<file path="src/rtl/sram_arb_pkg.sv">
// ---------------------------------------------------------------------------
// sram_arb_pkg
// Shared definitions for the two-requester SRAM port arbiter.
//   - default data / write-mask widths
//   - requester identifiers used to tag read returns
//   - arbiter state encoding
//   - round-robin winner selection helper
// ---------------------------------------------------------------------------
package sram_arb_pkg;

    localparam int DEF_DATA_W  = 32;
    localparam int DEF_WMASK_W = DEF_DATA_W / 8;

    // Requester identifiers carried through the read tag pipeline.
    localparam logic REQ0 = 1'b0;
    localparam logic REQ1 = 1'b1;

    typedef enum logic [1:0] {
        IDLE   = 2'd0,
        ACTIVE = 2'd1,
        DRAIN  = 2'd2
    } arb_state_e;

    // Winner among the current requests. With both requesting, the one that
    // was not granted last wins. The result is only meaningful when at least
    // one request is present; the caller qualifies it.
    function automatic logic rr_pick(input logic req0, input logic req1,
                                     input logic last_id);
        logic pick;
        if (req0 && req1) begin
            pick = ~last_id;
        end else if (req1) begin
            pick = REQ1;
        end else begin
            pick = REQ0;
        end
        return pick;
    endfunction

endpackage

</file>
<file path="src/rtl/sram_rd_tag_pipe.sv">
// ---------------------------------------------------------------------------
// sram_rd_tag_pipe
// READ_LAT-deep shift register of {valid, requester id}. One entry is pushed
// every clock (valid=0 for non-read cycles), so the head shows which
// requester, if any, owns the macro read data READ_LAT-1 cycles after the
// read was presented to the macro.
//
// Ports:
//   clk         in   system clock
//   resetn      in   asynchronous active-low reset, clears all valid bits
//   push_valid  in   a read is being issued to the macro next cycle
//   push_id     in   requester id of that read
//   head_valid  out  oldest stage holds a read
//   head_id     out  requester id of the oldest stage
//   empty       out  no stage holds a read
// ---------------------------------------------------------------------------
module sram_rd_tag_pipe
    import sram_arb_pkg::*;
#(
    parameter int READ_LAT = 2
) (
    input  logic clk,
    input  logic resetn,
    input  logic push_valid,
    input  logic push_id,
    output logic head_valid,
    output logic head_id,
    output logic empty
);

    logic [READ_LAT-1:0] valid_reg;
    logic [READ_LAT-1:0] id_reg;
    logic [READ_LAT-1:0] valid_next;
    logic [READ_LAT-1:0] id_next;

    assign valid_next[0] = push_valid;
    assign id_next[0]    = push_id;

    // Each stage takes the previous one; with READ_LAT=1 there is only the
    // input stage.
    genvar gi;
    generate
        for (gi = 1; gi < READ_LAT; gi++) begin : g_stage
            assign valid_next[gi] = valid_reg[gi-1];
            assign id_next[gi]    = id_reg[gi-1];
        end
    endgenerate

    always_ff @(posedge clk or negedge resetn) begin
        if (!resetn) begin
            valid_reg <= '0;
            id_reg    <= {READ_LAT{REQ0}};
        end else begin
            valid_reg <= valid_next;
            id_reg    <= id_next;
        end
    end

    assign head_valid = valid_reg[READ_LAT-1];
    assign head_id    = id_reg[READ_LAT-1];
    assign empty      = ~|valid_reg;

endmodule

</file>
<file path="src/rtl/sram_port_arbiter.sv">
// ---------------------------------------------------------------------------
// sram_port_arbiter
// Shares the read/write port 0 of one OpenRAM macro between two requesters
// (0: Wishbone monitor path, 1: test/pattern engine). Grants are
// combinational and round-robin; the chosen command is registered onto the
// macro pins the following cycle. Read data is returned on the shared rdata
// bus READ_LAT cycles after the macro saw the read, qualified by the
// originating requester's rvalid.
//
// Ports:
//   clk, resetn          clock, asynchronous active-low reset
//   enable               1 = grants allowed, 0 = drain and park deselected
//   rX_req/we/addr/      requester X command (req held until rX_gnt)
//     wdata/wmask
//   rX_gnt               command accepted this cycle
//   rX_rvalid            rdata belongs to requester X this cycle
//   rdata                registered read data, held between returns
//   busy                 state not IDLE or reads still in flight
//   sram_dout            macro dout0
//   csb0/web0/wmask0/    macro port 0 pins (registered)
//     addr0/din0
// ---------------------------------------------------------------------------
module sram_port_arbiter
    import sram_arb_pkg::*;
#(
    parameter int ADDR_W   = 8,
    parameter int DATA_W   = DEF_DATA_W,
    parameter int WMASK_W  = DATA_W / 8,
    parameter int READ_LAT = 2
) (
    input  logic               clk,
    input  logic               resetn,
    input  logic               enable,

    input  logic               r0_req,
    input  logic               r0_we,
    input  logic [ADDR_W-1:0]  r0_addr,
    input  logic [DATA_W-1:0]  r0_wdata,
    input  logic [WMASK_W-1:0] r0_wmask,
    output logic               r0_gnt,
    output logic               r0_rvalid,

    input  logic               r1_req,
    input  logic               r1_we,
    input  logic [ADDR_W-1:0]  r1_addr,
    input  logic [DATA_W-1:0]  r1_wdata,
    input  logic [WMASK_W-1:0] r1_wmask,
    output logic               r1_gnt,
    output logic               r1_rvalid,

    output logic [DATA_W-1:0]  rdata,
    output logic               busy,

    input  logic [DATA_W-1:0]  sram_dout,
    output logic               csb0,
    output logic               web0,
    output logic [WMASK_W-1:0] wmask0,
    output logic [ADDR_W-1:0]  addr0,
    output logic [DATA_W-1:0]  din0
);

    // ------------------------------------------------------------------
    // State and round-robin pointer
    // ------------------------------------------------------------------
    arb_state_e state_reg, state_next;
    logic       last_reg, last_next;
    logic       grant_ok;
    logic       win_id;
    logic       gnt_any;
    logic       tag_empty;
    logic       head_valid;
    logic       head_id;

    always_ff @(posedge clk or negedge resetn) begin
        if (!resetn) begin
            state_reg <= IDLE;
            last_reg  <= REQ1;      // so requester 0 wins the first tie
        end else begin
            state_reg <= state_next;
            last_reg  <= last_next;
        end
    end

    always_comb begin
        state_next = state_reg;
        grant_ok   = 1'b0;
        case (state_reg)
            IDLE: begin
                if (enable) state_next = ACTIVE;
            end
            ACTIVE: begin
                // Grants stop in the very cycle enable falls.
                if (enable) grant_ok   = 1'b1;
                else        state_next = DRAIN;
            end
            DRAIN: begin
                if (enable)         state_next = ACTIVE;
                else if (tag_empty) state_next = IDLE;
            end
            default: begin
                state_next = IDLE;
            end
        endcase
    end

    assign win_id    = rr_pick(r0_req, r1_req, last_reg);
    assign gnt_any   = grant_ok & (r0_req | r1_req);
    assign r0_gnt    = gnt_any & (win_id == REQ0);
    assign r1_gnt    = gnt_any & (win_id == REQ1);
    assign last_next = gnt_any ? win_id : last_reg;

    // ------------------------------------------------------------------
    // Command selection and registered macro pins
    // ------------------------------------------------------------------
    logic               sel_we;
    logic [ADDR_W-1:0]  sel_addr;
    logic [DATA_W-1:0]  sel_wdata;
    logic [WMASK_W-1:0] sel_wmask;

    always_comb begin
        if (win_id == REQ1) begin
            sel_we    = r1_we;
            sel_addr  = r1_addr;
            sel_wdata = r1_wdata;
            sel_wmask = r1_wmask;
        end else begin
            sel_we    = r0_we;
            sel_addr  = r0_addr;
            sel_wdata = r0_wdata;
            sel_wmask = r0_wmask;
        end
    end

    logic               csb0_reg;
    logic               web0_reg;
    logic [WMASK_W-1:0] wmask0_reg;
    logic [ADDR_W-1:0]  addr0_reg;
    logic [DATA_W-1:0]  din0_reg;

    always_ff @(posedge clk or negedge resetn) begin
        if (!resetn) begin
            csb0_reg   <= 1'b1;
            web0_reg   <= 1'b1;
            wmask0_reg <= '0;
            addr0_reg  <= '0;
            din0_reg   <= '0;
        end else if (gnt_any) begin
            csb0_reg   <= 1'b0;
            web0_reg   <= ~sel_we;
            wmask0_reg <= sel_we ? sel_wmask : '0;
            addr0_reg  <= sel_addr;
            din0_reg   <= sel_wdata;
        end else begin
            // Deselect; address and data keep their last values so the
            // macro inputs do not toggle needlessly.
            csb0_reg   <= 1'b1;
            web0_reg   <= 1'b1;
            wmask0_reg <= '0;
        end
    end

    assign csb0   = csb0_reg;
    assign web0   = web0_reg;
    assign wmask0 = wmask0_reg;
    assign addr0  = addr0_reg;
    assign din0   = din0_reg;

    // ------------------------------------------------------------------
    // Read tagging and return
    // ------------------------------------------------------------------
    // The tag is pushed on the same edge that drives csb0 low, so the head
    // stage is valid in the last cycle before the return; the return
    // registers below add the final cycle of latency.
    sram_rd_tag_pipe #(
        .READ_LAT (READ_LAT)
    ) u_tag_pipe (
        .clk        (clk),
        .resetn     (resetn),
        .push_valid (gnt_any & ~sel_we),
        .push_id    (win_id),
        .head_valid (head_valid),
        .head_id    (head_id),
        .empty      (tag_empty)
    );

    logic              r0_rvalid_reg;
    logic              r1_rvalid_reg;
    logic [DATA_W-1:0] rdata_reg;

    always_ff @(posedge clk or negedge resetn) begin
        if (!resetn) begin
            r0_rvalid_reg <= 1'b0;
            r1_rvalid_reg <= 1'b0;
            rdata_reg     <= '0;
        end else begin
            r0_rvalid_reg <= head_valid & (head_id == REQ0);
            r1_rvalid_reg <= head_valid & (head_id == REQ1);
            if (head_valid) rdata_reg <= sram_dout;
        end
    end

    assign r0_rvalid = r0_rvalid_reg;
    assign r1_rvalid = r1_rvalid_reg;
    assign rdata     = rdata_reg;
    assign busy      = (state_reg != IDLE) | ~tag_empty;

    // ------------------------------------------------------------------
    // Interface protocol checks
    // ------------------------------------------------------------------
    // A requester that lost arbitration while grants were possible must
    // keep its request up.
    a_r0_hold : assert property (@(posedge clk) disable iff (!resetn)
        (r0_req && !r0_gnt && grant_ok) |=> r0_req);
    a_r1_hold : assert property (@(posedge clk) disable iff (!resetn)
        (r1_req && !r1_gnt && grant_ok) |=> r1_req);
    a_one_gnt : assert property (@(posedge clk) disable iff (!resetn)
        !(r0_gnt && r1_gnt));
    a_one_rv  : assert property (@(posedge clk) disable iff (!resetn)
        !(r0_rvalid && r1_rvalid));

endmodule

</file>
<file path="config.mk">
export PLATFORM = sky130hd
export DESIGN_NAME = sram_port_arbiter
export DESIGN_NICKNAME = d
export VERILOG_FILES = /design/src/rtl/sram_arb_pkg.sv /design/src/rtl/sram_rd_tag_pipe.sv /design/src/rtl/sram_port_arbiter.sv
export SDC_FILE = /design/constraint.sdc
export NUM_CORES = 1
export LEC_CHECK = 0
export BUFFER_PORTS_ARGS = -buffer_cell sky130_fd_sc_hd__buf_2
export CAP_MARGIN = 30
export CORE_MARGIN = 2
export CORE_UTILIZATION = 43
export DETAILED_ROUTE_END_ITERATION = 10
export PLACE_DENSITY_LB_ADDON = 0.3
export SLEW_MARGIN = 0
export SYNTH_ARGS = -nofsm -noshare
export SYNTH_HDL_FRONTEND = slang
export SYNTH_SLANG_ARGS = --single-unit
</file>
<file path="constraint.sdc">
create_clock -name clk -period 1.8 [get_ports clk]
set_clock_uncertainty 0.15 [all_clocks]
set_input_delay 0.27 -clock clk [delete_from_list [all_inputs] [get_ports clk]]
set_output_delay 0.27 -clock clk [all_outputs]
set_load 0.05 [all_outputs]
</file>
After elaboration in Yosys (flattened, before gate mapping)
Index checks and enable logic that the tools add are counted.

storage, ports and cells
  output and inout bits = 83
  flip-flop bits (word level) = 87
  memories = 0
  ROM bits = 0
  bits of input ports = 127
  word-level logic and storage cells = 51
  bits in writable memories = 0
  bits in latches = 0

operators by class
  bitwise operators = 12
  eq/ne operators = 5
  shift-type cells = 0
  mux-type cells = 17
  order comparisons = 0
  reductions and logical operators = 5
  add/sub/neg operators = 0
  multipliers = 0
  divide/modulo/power cells = 0

operators with widths
  operator                                        number
  2-to-1 mux 32 bit                               1
  2-to-1 mux 4 bit                                3
  2-to-1 mux 2 bit                                4
  2-to-1 mux 8 bit                                1
  2-to-1 mux 1 bit                                7
  AND 1 bit                                       6
  one-hot mux 2 bit (3 select lines)              1
  != test 2 bit (second input constant)           2
  inverter 1 bit                                  4
  != test 3 bit (second input constant)           1
  AND reduction 3 bit                             1
  == test 2 x 1 -> 1 bit (second input constant)  1
  == test 2 bit (second input constant)           1
  logical NOT 2 bit                               1
  bitwise OR 1 bit                                2
  nonzero test 2 bit                              1
  OR reduction 2 bit                              1
  logical AND 1 bit                               1

Depth between registers and ports, before layout
Gate-level depths: netlist of the first run.

  word-level depth = 5
  gate-level depth with buffers = 6
  depth with buffers taken out = 4

Cells and area by module
A second synthesis of the first run with hierarchy kept.

second synthesis, totals
  cell total of the unflattened synthesis = 254
  area total of the unflattened synthesis = 3532.1 um2

by module, submodules not included
  module             cells each  area an instance (um2)  seq. area each (um2)  instances
  sram_port_arbiter  249         3428.3                  2080.7                1
  sram_rd_tag_pipe   5           103.8                   100.1                 1

Worst setup path after synthesis of the first run
OpenSTA, ideal clock, no wires.

  path kind = register to output
  from = register state_reg[1]
  to = output port r1_gnt
  path slack = 0.009 ns
  cell stages (with the launch flop) = 5
  data required time = 1.380 ns
  arrival time = 1.371 ns
  path buffers = 2
  cell sequence = dfrtp_1 and3b_1 buf_6 clkbuf_1 and2_1

on the way
  cells in the longest elaborated chain, start to end = 4

ends and longest elaborated chain
  what                    line                      source
  from (decl)             sram_port_arbiter.sv:65   arb_state_e state_reg, state_next;
  from (signal assigned)  sram_port_arbiter.sv:79   state_reg <= state_next;
  == test 2 x 1 -> 1 bit  sram_port_arbiter.sv:87   case (state_reg)
  2-to-1 mux 1 bit        sram_port_arbiter.sv:87
  AND 1 bit               sram_port_arbiter.sv:107  assign gnt_any = grant_ok & (r0_req | r1_req);
  AND 1 bit               sram_port_arbiter.sv:109  assign r1_gnt = gnt_any & (win_id == REQ1);
  to (decl)               sram_port_arbiter.sv:48   output logic r1_gnt,

No other way between the ends.

Final worst setup path of the first run
  from = register state_reg[0]
  to = output port busy

on the way
  cells in the longest elaborated chain, start to end = 2

ends and longest elaborated chain
  what                line                      source
  nonzero test 2 bit  sram_port_arbiter.sv:205  assign busy = (state_reg != IDLE) | ~tag_empty;
  bitwise OR 1 bit    sram_port_arbiter.sv:205
  to (decl)           sram_port_arbiter.sv:52   output logic busy,

No other way between the ends.

==> results of run 1 <==
-- metal layers --
| layer | global-route usage (%) | up-vias |
|---|---|---|
| met2 | 38.9 | 158 |
| met3 | 4.95 | 15 |
| met4 | 9.18 | 0 |
| met5 | 0 | - |
| met1 | 26.3 | 1539 |
| li1 | - | 1535 |
-- logic make-up after synthesis --
family / count (synthesis) / synth area share [%]
and+or+nand+nor: 58 / 10.2
muxes: 33 / 10.5
AOI/OAI and AO/OA: 50 / 13.2
buffers and inverters: 26 / 4.56
DFF: 87 / 61.6
-- area by class of cell --
class,count,share of cell area [%]
Sequential cell,87,37.7
Multi-Input combinational cell,141,21.1
Tap cell,105,2.27
Inverter,2,0.173
Timing Repair Buffer,296,34.4
Clock buffer,9,2.14
Clock inverter,7,2.19
-- worst paths after layout --
check                                      from                   end  slack, ps  cells after the start
setup / recovery                   state_reg[0]                  busy        -90                      2
hold / removal                       r0_addr[5]              addr0[5]         20                      2
setup reg to reg                       last_reg              addr0[1]         90                      6
hold reg to reg            u_tag_pipe.id_reg[0]  u_tag_pipe.id_reg[1]        210                      0
max in group asynchronous                resetn              last_reg        770                      3
min in group asynchronous                resetn              rdata[3]        330                      3
-- power breakdown --
group | internal, mW | leakage (nW) | total (mW) | switching, mW
Combinational | 0.909 | 1.86 | 3.01 | 2.11
Sequential | 2.41 | 1.07 | 2.65 | 0.238
Clock | 0.941 | 0.122 | 1.68 | 0.735
-- metrics by stage --
| stage | std cells | instance area (um2) | setup TNS [ps] | power, mW | hold WS, ps |
|---|---|---|---|---|---|
| floorplan | 254 | 3540 | 0 | 4.74 | -176 |
| finish | 647 | 5780 | -110 | 7.34 | 18.1 |
| global route | 647 | 5780 | -222 | 7.66 | 2.84 |
| detailed placement | 555 | 4720 | 0 | 5.54 | 192 |
| global placement | 555 | 4720 | 0 | 5.49 | 183 |
| CTS | 643 | 5720 | -133 | 7.37 | 0.910 |
-- critical path: stages (launching register included) --
cell,delay (ps)
dfrtp_1,410
or4_4,530
buf_8,170
-- timing repair --
| action | in CTS | in global routing |
|---|---|---|
| resized for setup | 14 | 1 |
| pin swaps | 2 | 1 |
| cloned | 0 | 1 |
| hold endpoints to repair | 150 | 1 |
| buffers inserted | 5 | 2 |
| hold buffers | 67 | 1 |
| endpoints found under the setup margin | 3 | 9 |
-- cells in the final DEF (no fill, tap or decap), drive strengths merged, types with 2 or more instances in the layout --
cell | netlist | layout
buf | 16 | 227
nand2b | 2 | 2
and2 | 2 | 2
dfrtp | 84 | 84
a21oi | 5 | 5
a221o | 40 | 40
mux2 | 32 | 32
and3 | 41 | 41
clkbuf | 8 | 10
dfstp | 3 | 3
nand3 | 8 | 8
inv | 2 | 5
nor2b | 2 | 2
bufinv | 0 | 3
dlygate4sd3 | 0 | 68
==> impl_metrics.py, run 1 <==
metrics = {
    "detailed_routing": {
        "avgViaCountPerCell": 5.02,
        "postRouteAntennaNets": 0,
        "drt_drc_violations_left": 0,
        "drt-met1-wl_um": 4040,
        "dr_wl_met2_um": 5070,
        "wl_per_cell_um": 15.5,
        "drt_first_iter_violations": 84,
        "vias": 3247,
        "wl_um": 10000,
        "met3WireLength_um": 756,
        "drt_pass1_iterations": 4,
        "maxUsedRoutingLayer": "met4",
    },
    "yosys": {
        "synth_edf_count": 0,
        "syn_avg_cell_area_um2": 13.9,
        "synth_top_area_share_pct": 59.4,
        "yosysMostFrequentCell": "dfrtp_1",
        "synth_seq_cells": 87,
        "async_flop_share_pct": 100,
        "syn-cell-area_mm2": 0.00354,
        "seq_area_frac_synth_pct": 61.6,
        "ys_warn_count": 0,
        "synth_top_cell_by_area": "dfrtp_1",
        "synth_fp_nets": 381,
        "synth_area_leaders": "dfrtp_1, a221o_1, and3_1, mux2_1, mux2_2",
        "synthTopCellsByCount": "dfrtp_1, a221o_1, and3_1",
        "ys_types": 28,
        "ys.flop_type": "dfrtp_1",
        "synthCells": 254,
    },
    "placement": {
        "gp_congestion": 0.735,
        "post-dp-hpwl_um": 6590,
        "dpl_worst_slack_ps": 69.5,
        "io_buffers": 209,
    },
    "pwr": {
        "vdd_drop_max_mv": 0.635,
        "p_leak_nw": 3.06,
        "p_per_area_mw_per_mm2": 1270,
    },
    "floorplanning": {
        "die_area_mm2": 0.00898,
        "start_util_pct": 43.8,
        "fp.dieW_um": 94.7,
        "ios": 210,
        "std_cell_rows": 33,
        "core_area_mm2": 0.00809,
        "die_h_um": 94.7,
    },
    "clocking": {
        "cts_buffer_depth": 2,
        "ctsHtreeMaxLevel": 3,
        "cts-root-buf": "clkbuf_8",
        "numCtsBuffers": 9,
        "clock_sinks": 87,
        "clk_latency_ps": 350,
        "cts_tree": "done",
        "path_clk_slew_ps": 90,
    },
    "worst_setup_path": {
        "cp.arrival_ps": 1470,
        "path_class": "register to output port",
        "worstPathMaxFanout": 3,
        "cp-end-kind": "output port",
        "required_ps": 1380,
        "worst_setup_path_start_kind": "register",
    },
    "sta": {
        "worst_slack_ps": -90.0,
        "post-route-min-period_ps": 1890,
        "worst_slew_pin_slew_ps": 451,
        "rsz0062_at_grt": "yes",
        "timing.final.crit_share_pct": 105,
        "fmax_mhz": 529,
        "relSlewSlack_pct": 69.9,
        "setup_viol": 2,
        "drv_slew": 0,
        "hold_violations": 0,
    },
    "finish": {
        "fin_util_pct": 71.4,
        "layout-drive-gt1-share_pct": 49.1,
        "final_nets": 664,
        "multi_input_area_mm2": 0.00122,
        "fillers": 570,
        "syn2layout_area_growth_pct": 63.2,
        "regArea_mm2": 0.00218,
        "n_antenna_cell": 0,
    },
    "run_status": {
        "status": "finished, violations left",
        "violations": "setup timing",
    },
    "global_route": {
        "grt_pass1_vias": 3158,
        "antenna_found_initial": 0,
        "grt_pass1_wl_um": 15100,
        "grt_start_max_net_pins": 88,
        "grt.total_usage_pct": 22.2,
        "overflow": 0,
    },
    "worst_hold_path": {
        "hold_class": "primary input to register",
    },
    "flow_run": {
        "drv_cap": 0,
    },
}
No activity file was read; power rests on OpenSTA's default activity.
==> inputs of run 2 (changes only) <==
- ABC_AREA: default -> 1
- CORE_UTILIZATION: 43 -> 45
==> impl_metrics.py, run 2 <==
metrics = {
    "finish": {
        "layout_common_cells": "nand2_1, buf_2, dfrtp_1",
        "finalNonFillerCells": 848,
        "multi_input_area_mm2": 0.00152,
        "syn2layout_area_growth_pct": 43.5,
        "layout-drive-gt1-share_pct": 33.5,
        "final_nets": 865,
        "regArea_mm2": 0.00218,
        "layout_commonest_cell": "nand2_1",
        "fillers": 714,
        "n_antenna_cell": 0,
    },
    "floorplanning": {
        "die_h_um": 96.9,
        "ios": 210,
        "fp.dieW_um": 96.9,
        "std_cell_rows": 33,
        "core_area_mm2": 0.00830,
        "die_area_mm2": 0.00938,
        "start_util_pct": 46.8,
    },
    "worst_setup_path": {
        "slowest_delay_ps": 430,
        "required_ps": 1380,
        "slowest_stage": "dfrtp_1",
        "worstPathMaxFanout": 4,
        "cp.arrival_ps": 1380,
        "crit_family": "flip-flops",
        "crit_path_start": "state_reg[1]",
        "worst_setup_path_start_kind": "register",
        "crit_buf_inv": 3,
        "cp.depth": 6,
        "crit_path_end": "r0_gnt",
        "rr_worst_depth": 6,
        "r2r_start": "state_reg[1]",
        "path_class": "register to output port",
        "regToRegSetupSlack_ps": 200,
        "crit_chain": "inv_2 -> nand3_4 -> nor2_4 -> inv_2 -> nor2_4 -> buf_8",
        "cp-end-kind": "output port",
        "reg2reg_to": "wmask0[0]",
    },
    "global_route": {
        "antenna_found_initial": 1,
        "grt_start_max_net_pins": 88,
        "grt_pass1_wl_um": 18200,
        "overflow": 0,
        "grt.total_usage_pct": 23.6,
        "grt_pass1_vias": 3829,
    },
    "flow_run": {
        "drv_cap": 0,
    },
    "pwr": {
        "vdd_drop_max_mv": 0.546,
        "p_leak_nw": 3.35,
        "p_per_area_mw_per_mm2": 1220,
    },
    "detailed_routing": {
        "wl_um": 11000,
        "avgViaCountPerCell": 4.70,
        "drt_pass1_iterations": 6,
        "wl_per_cell_um": 13.0,
        "postRouteAntennaNets": 0,
        "drt_first_iter_violations": 161,
        "drt_drc_violations_left": 0,
        "vias": 3988,
    },
    "yosys": {
        "synthCells": 502,
        "ys.flop_type": "dfrtp_1",
        "synth_area_leaders": "dfrtp_1, nand2_1, nand3_1, buf_2, dfstp_2",
        "synth_fp_nets": 629,
        "synth_top_cell_by_area": "dfrtp_1",
        "ys_warn_count": 0,
        "async_flop_share_pct": 100,
        "seq_area_frac_synth_pct": 56.2,
        "syn-cell-area_mm2": 0.00388,
        "syn_avg_cell_area_um2": 7.73,
        "synthTopCellsByCount": "nand2_1, dfrtp_1, nand3_1",
        "yosysMostFrequentCell": "nand2_1",
        "synth_edf_count": 0,
        "synth_top_area_share_pct": 54.2,
        "synth_seq_cells": 87,
        "ys_types": 19,
    },
    "placement": {
        "io_buffers": 209,
        "post-dp-hpwl_um": 7590,
        "gp_congestion": 0.828,
        "dp_cells": 798,
    },
    "clocking": {
        "ctsHtreeMaxLevel": 3,
        "cts-root-buf": "clkbuf_8",
        "cts_buffer_depth": 2,
        "numCtsBuffers": 9,
        "path_clk_slew_ps": 100,
        "clock_sinks": 87,
        "postCtsSetupBuffers": 0,
        "cts_tree": "done",
        "clk_latency_ps": 340,
    },
    "sta": {
        "fin_setup_tns_ps": 0,
        "hold_violations": 0,
        "relSlewSlack_pct": 68.2,
        "fmax_mhz": 556,
        "setup_viol": 0,
        "post-route-min-period_ps": 1800,
        "timing.final.crit_share_pct": 100,
        "worst_slew_pin_slew_ps": 477,
        "drv_slew": 0,
        "rsz0062_at_grt": "yes",
    },
    "worst_hold_path": {
        "hold_class": "primary input to register",
    },
    "run_status": {
        "status": "completed",
    },
}
[run 2: kinds of logic after synthesis]
group                  Yosys count  synth area share (%)
flip-flops                      87                  56.2
AND/OR/NAND/NOR                371                  37.9
buffers and inverters           42                  5.54
AO/OA/AOI/OAI                    2                 0.322
[run 2: power by group]
part	total [mW]	switching, mW	internal (mW)
logic	2.95	2.25	0.704
registers	2.62	0.231	2.39
clock network	1.22	0.703	0.513
[run 2: layout make-up]
| class | instances | share of cell area (%) |
|---|---|---|
| repair buffers | 254 | 27.2 |
| flip-flops and latches | 87 | 39.2 |
| well taps | 105 | 2.36 |
| clock inverters | 7 | 0.989 |
| clock buffers | 9 | 2.22 |
| inverters | 13 | 0.876 |
| multi-input cells | 373 | 27.2 |
[run 2: worst min path at each step]
stage | end | depth (start not counted) | from
finish | state_reg[0] | 3 | enable
global route | state_reg[0] | 3 | enable
CTS | state_reg[0] | 3 | enable
detailed placement | rdata[7] | 2 | resetn
global placement | din0[16] | 2 | resetn
floorplan | addr0[0] | 0 | resetn
[run 2: tightest hold or removal path, delay by kind of cell]
kind / cells / cell delay [ps]
buffers and inverters: 2 / 210
AO/OA/AOI/OAI: 1 / 50
[run 2: per-stage QoR]
stage               power, mW  utilization, %  hold WS [ps]  setup slack, ps  area [um2]
floorplan                4.73               -          -176             68.6        3890
global placement         5.49            60.4           185              213        5010
detailed placement       5.54            60.4           189              197        5010
CTS                      6.85            67.0          8.05            -8.52        5560
global route             7.18            67.1          54.1            -97.4        5570
finish                   6.79            67.1          64.5            0.149        5570
[run 2: metal layers]
layer | track usage, % | up-vias | part of all wire, %
met5 | 0 | - | 0.12
met4 | 7.15 | 2 | 1.0
met3 | 4.91 | 10 | 5.6
met2 | 40.7 | 140 | 51
met1 | 29.9 | 1833 | 42
li1 | - | 2003 | -
[run 2: timing repair]
item	CTS	global route
resized for setup	8	2
setup endpoints to repair	2	2
pin swaps	1	1
endpoints found under the hold margin	117	0
hold buffers	34	0
==> inputs of run 3 (changes only) <==
- REMOVE_ABC_BUFFERS: default -> 1
==> impl_metrics.py, run 3 (synthesis gave the netlist of run 2 again) <==
metrics = {
    "worst_setup_path": {
        "path_class": "register to output port",
        "cp.arrival_ps": 1370,
        "required_ps": 1380,
        "worst_setup_path_start_kind": "register",
        "crit_path_start": "last_reg",
        "cp-end-kind": "output port",
        "r2r_start": "last_reg",
        "worstPathMaxFanout": 4,
    },
    "sta": {
        "drv_slew": 0,
        "hold_violations": 0,
        "setup_viol": 0,
        "worst_slew_pin_slew_ps": 455,
        "hold_slack_ps": 41.0,
        "timing.final.crit_share_pct": 99.6,
        "rsz0062_at_grt": "yes",
        "relSlewSlack_pct": 69.7,
        "fmax_mhz": 558,
        "post-route-min-period_ps": 1790,
    },
    "finish": {
        "final_nets": 876,
        "final_area_mm2": 0.00572,
        "layout_common_cells": "nand2_1, buf_2, dfrtp_1",
        "finalNonFillerCells": 860,
        "layout-drive-gt1-share_pct": 34.5,
        "syn2layout_area_growth_pct": 47.3,
        "fillers": 620,
        "fin_util_pct": 68.9,
        "layout_commonest_cell": "nand2_1",
    },
    "placement": {
        "post-dp-hpwl_um": 7600,
        "dp_cells": 802,
        "io_buffers": 209,
        "postPlaceCellArea_mm2": 0.00503,
        "gp_congestion": 0.809,
    },
    "global_route": {
        "antenna_found_initial": 1,
        "grt_pass1_vias": 4008,
        "overflow": 0,
        "grt.total_usage_pct": 24.7,
        "grt_pass1_wl_um": 19000,
        "grt_start_max_net_pins": 46,
    },
    "clocking": {
        "path_clk_slew_ps": 90,
        "numCtsBuffers": 9,
        "clock_sinks": 87,
        "clk_latency_ps": 340,
        "cts_tree": "done",
        "cts-root-buf": "clkbuf_8",
        "ctsHtreeMaxLevel": 3,
        "cts_buffer_depth": 2,
    },
    "floorplanning": {
        "fp.dieW_um": 96.9,
        "ios": 210,
        "start_util_pct": 46.8,
        "die_h_um": 96.9,
        "core_area_mm2": 0.00830,
        "die_area_mm2": 0.00938,
        "std_cell_rows": 33,
    },
    "detailed_routing": {
        "drt_pass1_iterations": 4,
        "wl_um": 11400,
        "avgViaCountPerCell": 4.82,
        "postRouteAntennaNets": 0,
        "drt_first_iter_violations": 114,
        "drt_drc_violations_left": 0,
        "wl_per_cell_um": 13.3,
        "vias": 4144,
    },
    "pwr": {
        "seqPwrFrac_pct": 36.2,
        "fin_total_pwr_mw": 7.27,
        "switchingPower_mw": 3.19,
        "p_per_area_mw_per_mm2": 1270,
        "clkPwrFrac_pct": 22.7,
        "p_int_mw": 4.08,
        "vdd_drop_max_mv": 0.602,
        "p_leak_nw": 3.44,
        "pwr-share-comb_pct": 41.1,
        "sw_frac_of_total_pct": 43.9,
    },
    "flow_run": {
        "drv_cap": 0,
    },
    "run_status": {
        "status": "completed",
    },
    "worst_hold_path": {
        "worstHoldStart": "enable",
        "hold_class": "primary input to register",
    },
}
## run 3: critical path: stages, from the launching register on
cell and delay (ps):
dfstp_2 550, nand2_2 70, nand2_4 90, inv_2 60, nor2_4 100, buf_6 160
## run 3: what timing repair did
action	4_1_cts	5_1_grt
buffers inserted	5	3
hold endpoints to repair	57	0
setup endpoints to repair	2	2
pin swaps	2	1
gates cloned	0	0
resized for setup	10	1
hold buffers	33	0
## run 3: area by class of cell
type	count	area, um2	share of cell area (%)
multi-input cells	373	1510	26.4
well taps	105	131	2.30
diodes	1	2.50	0.0438
clock buffers	10	138	2.41
repair buffers	265	1590	27.9
flip-flops and latches	87	2180	38.1
clock inverters	6	115	2.01
inverters	13	48.8	0.854
## run 3: path summary, 6_finish.rpt
kind                                        endpoint  slack (ps)  depth (start not counted)
worst max register to register             wmask0[1]         230                          6
worst min register to register  u_tag_pipe.id_reg[1]         220                          0
worst min-delay path                    state_reg[1]          40                          2
max in group asynchronous                       web0         660                          3
worst max-delay path                          r0_gnt           7                          5
min in group asynchronous                  rdata[11]         270                          2
## run 3: routing by layer
layer	vias up	track usage, %	routed length (um)
met5	-	0	0
met4	0	10.4	286
met3	24	5.64	926
met2	212	41.0	5540
met1	1885	31.1	4690
li1	2023	-	-
## run 3: stage by stage
step / setup slack, ps / TNS [ps]
after floorplan: -1160 / -32640
after global placement: 166 / 0
after detailed placement: 152 / 0
after CTS: -18.8 / -18.8
after global routing: -50.2 / -57.8
final: 7.44 / 0
## run 3: power by group through the flow
stage               Sequential, mW  Combinational [mW]  Clock, mW
floorplan                     4.13               0.541          0
global placement              2.63                2.86          0
detailed placement            2.64                2.89          0
CTS                           2.61                2.97       1.69
global route                  2.67                3.18       1.78
finish                        2.63                2.99       1.65
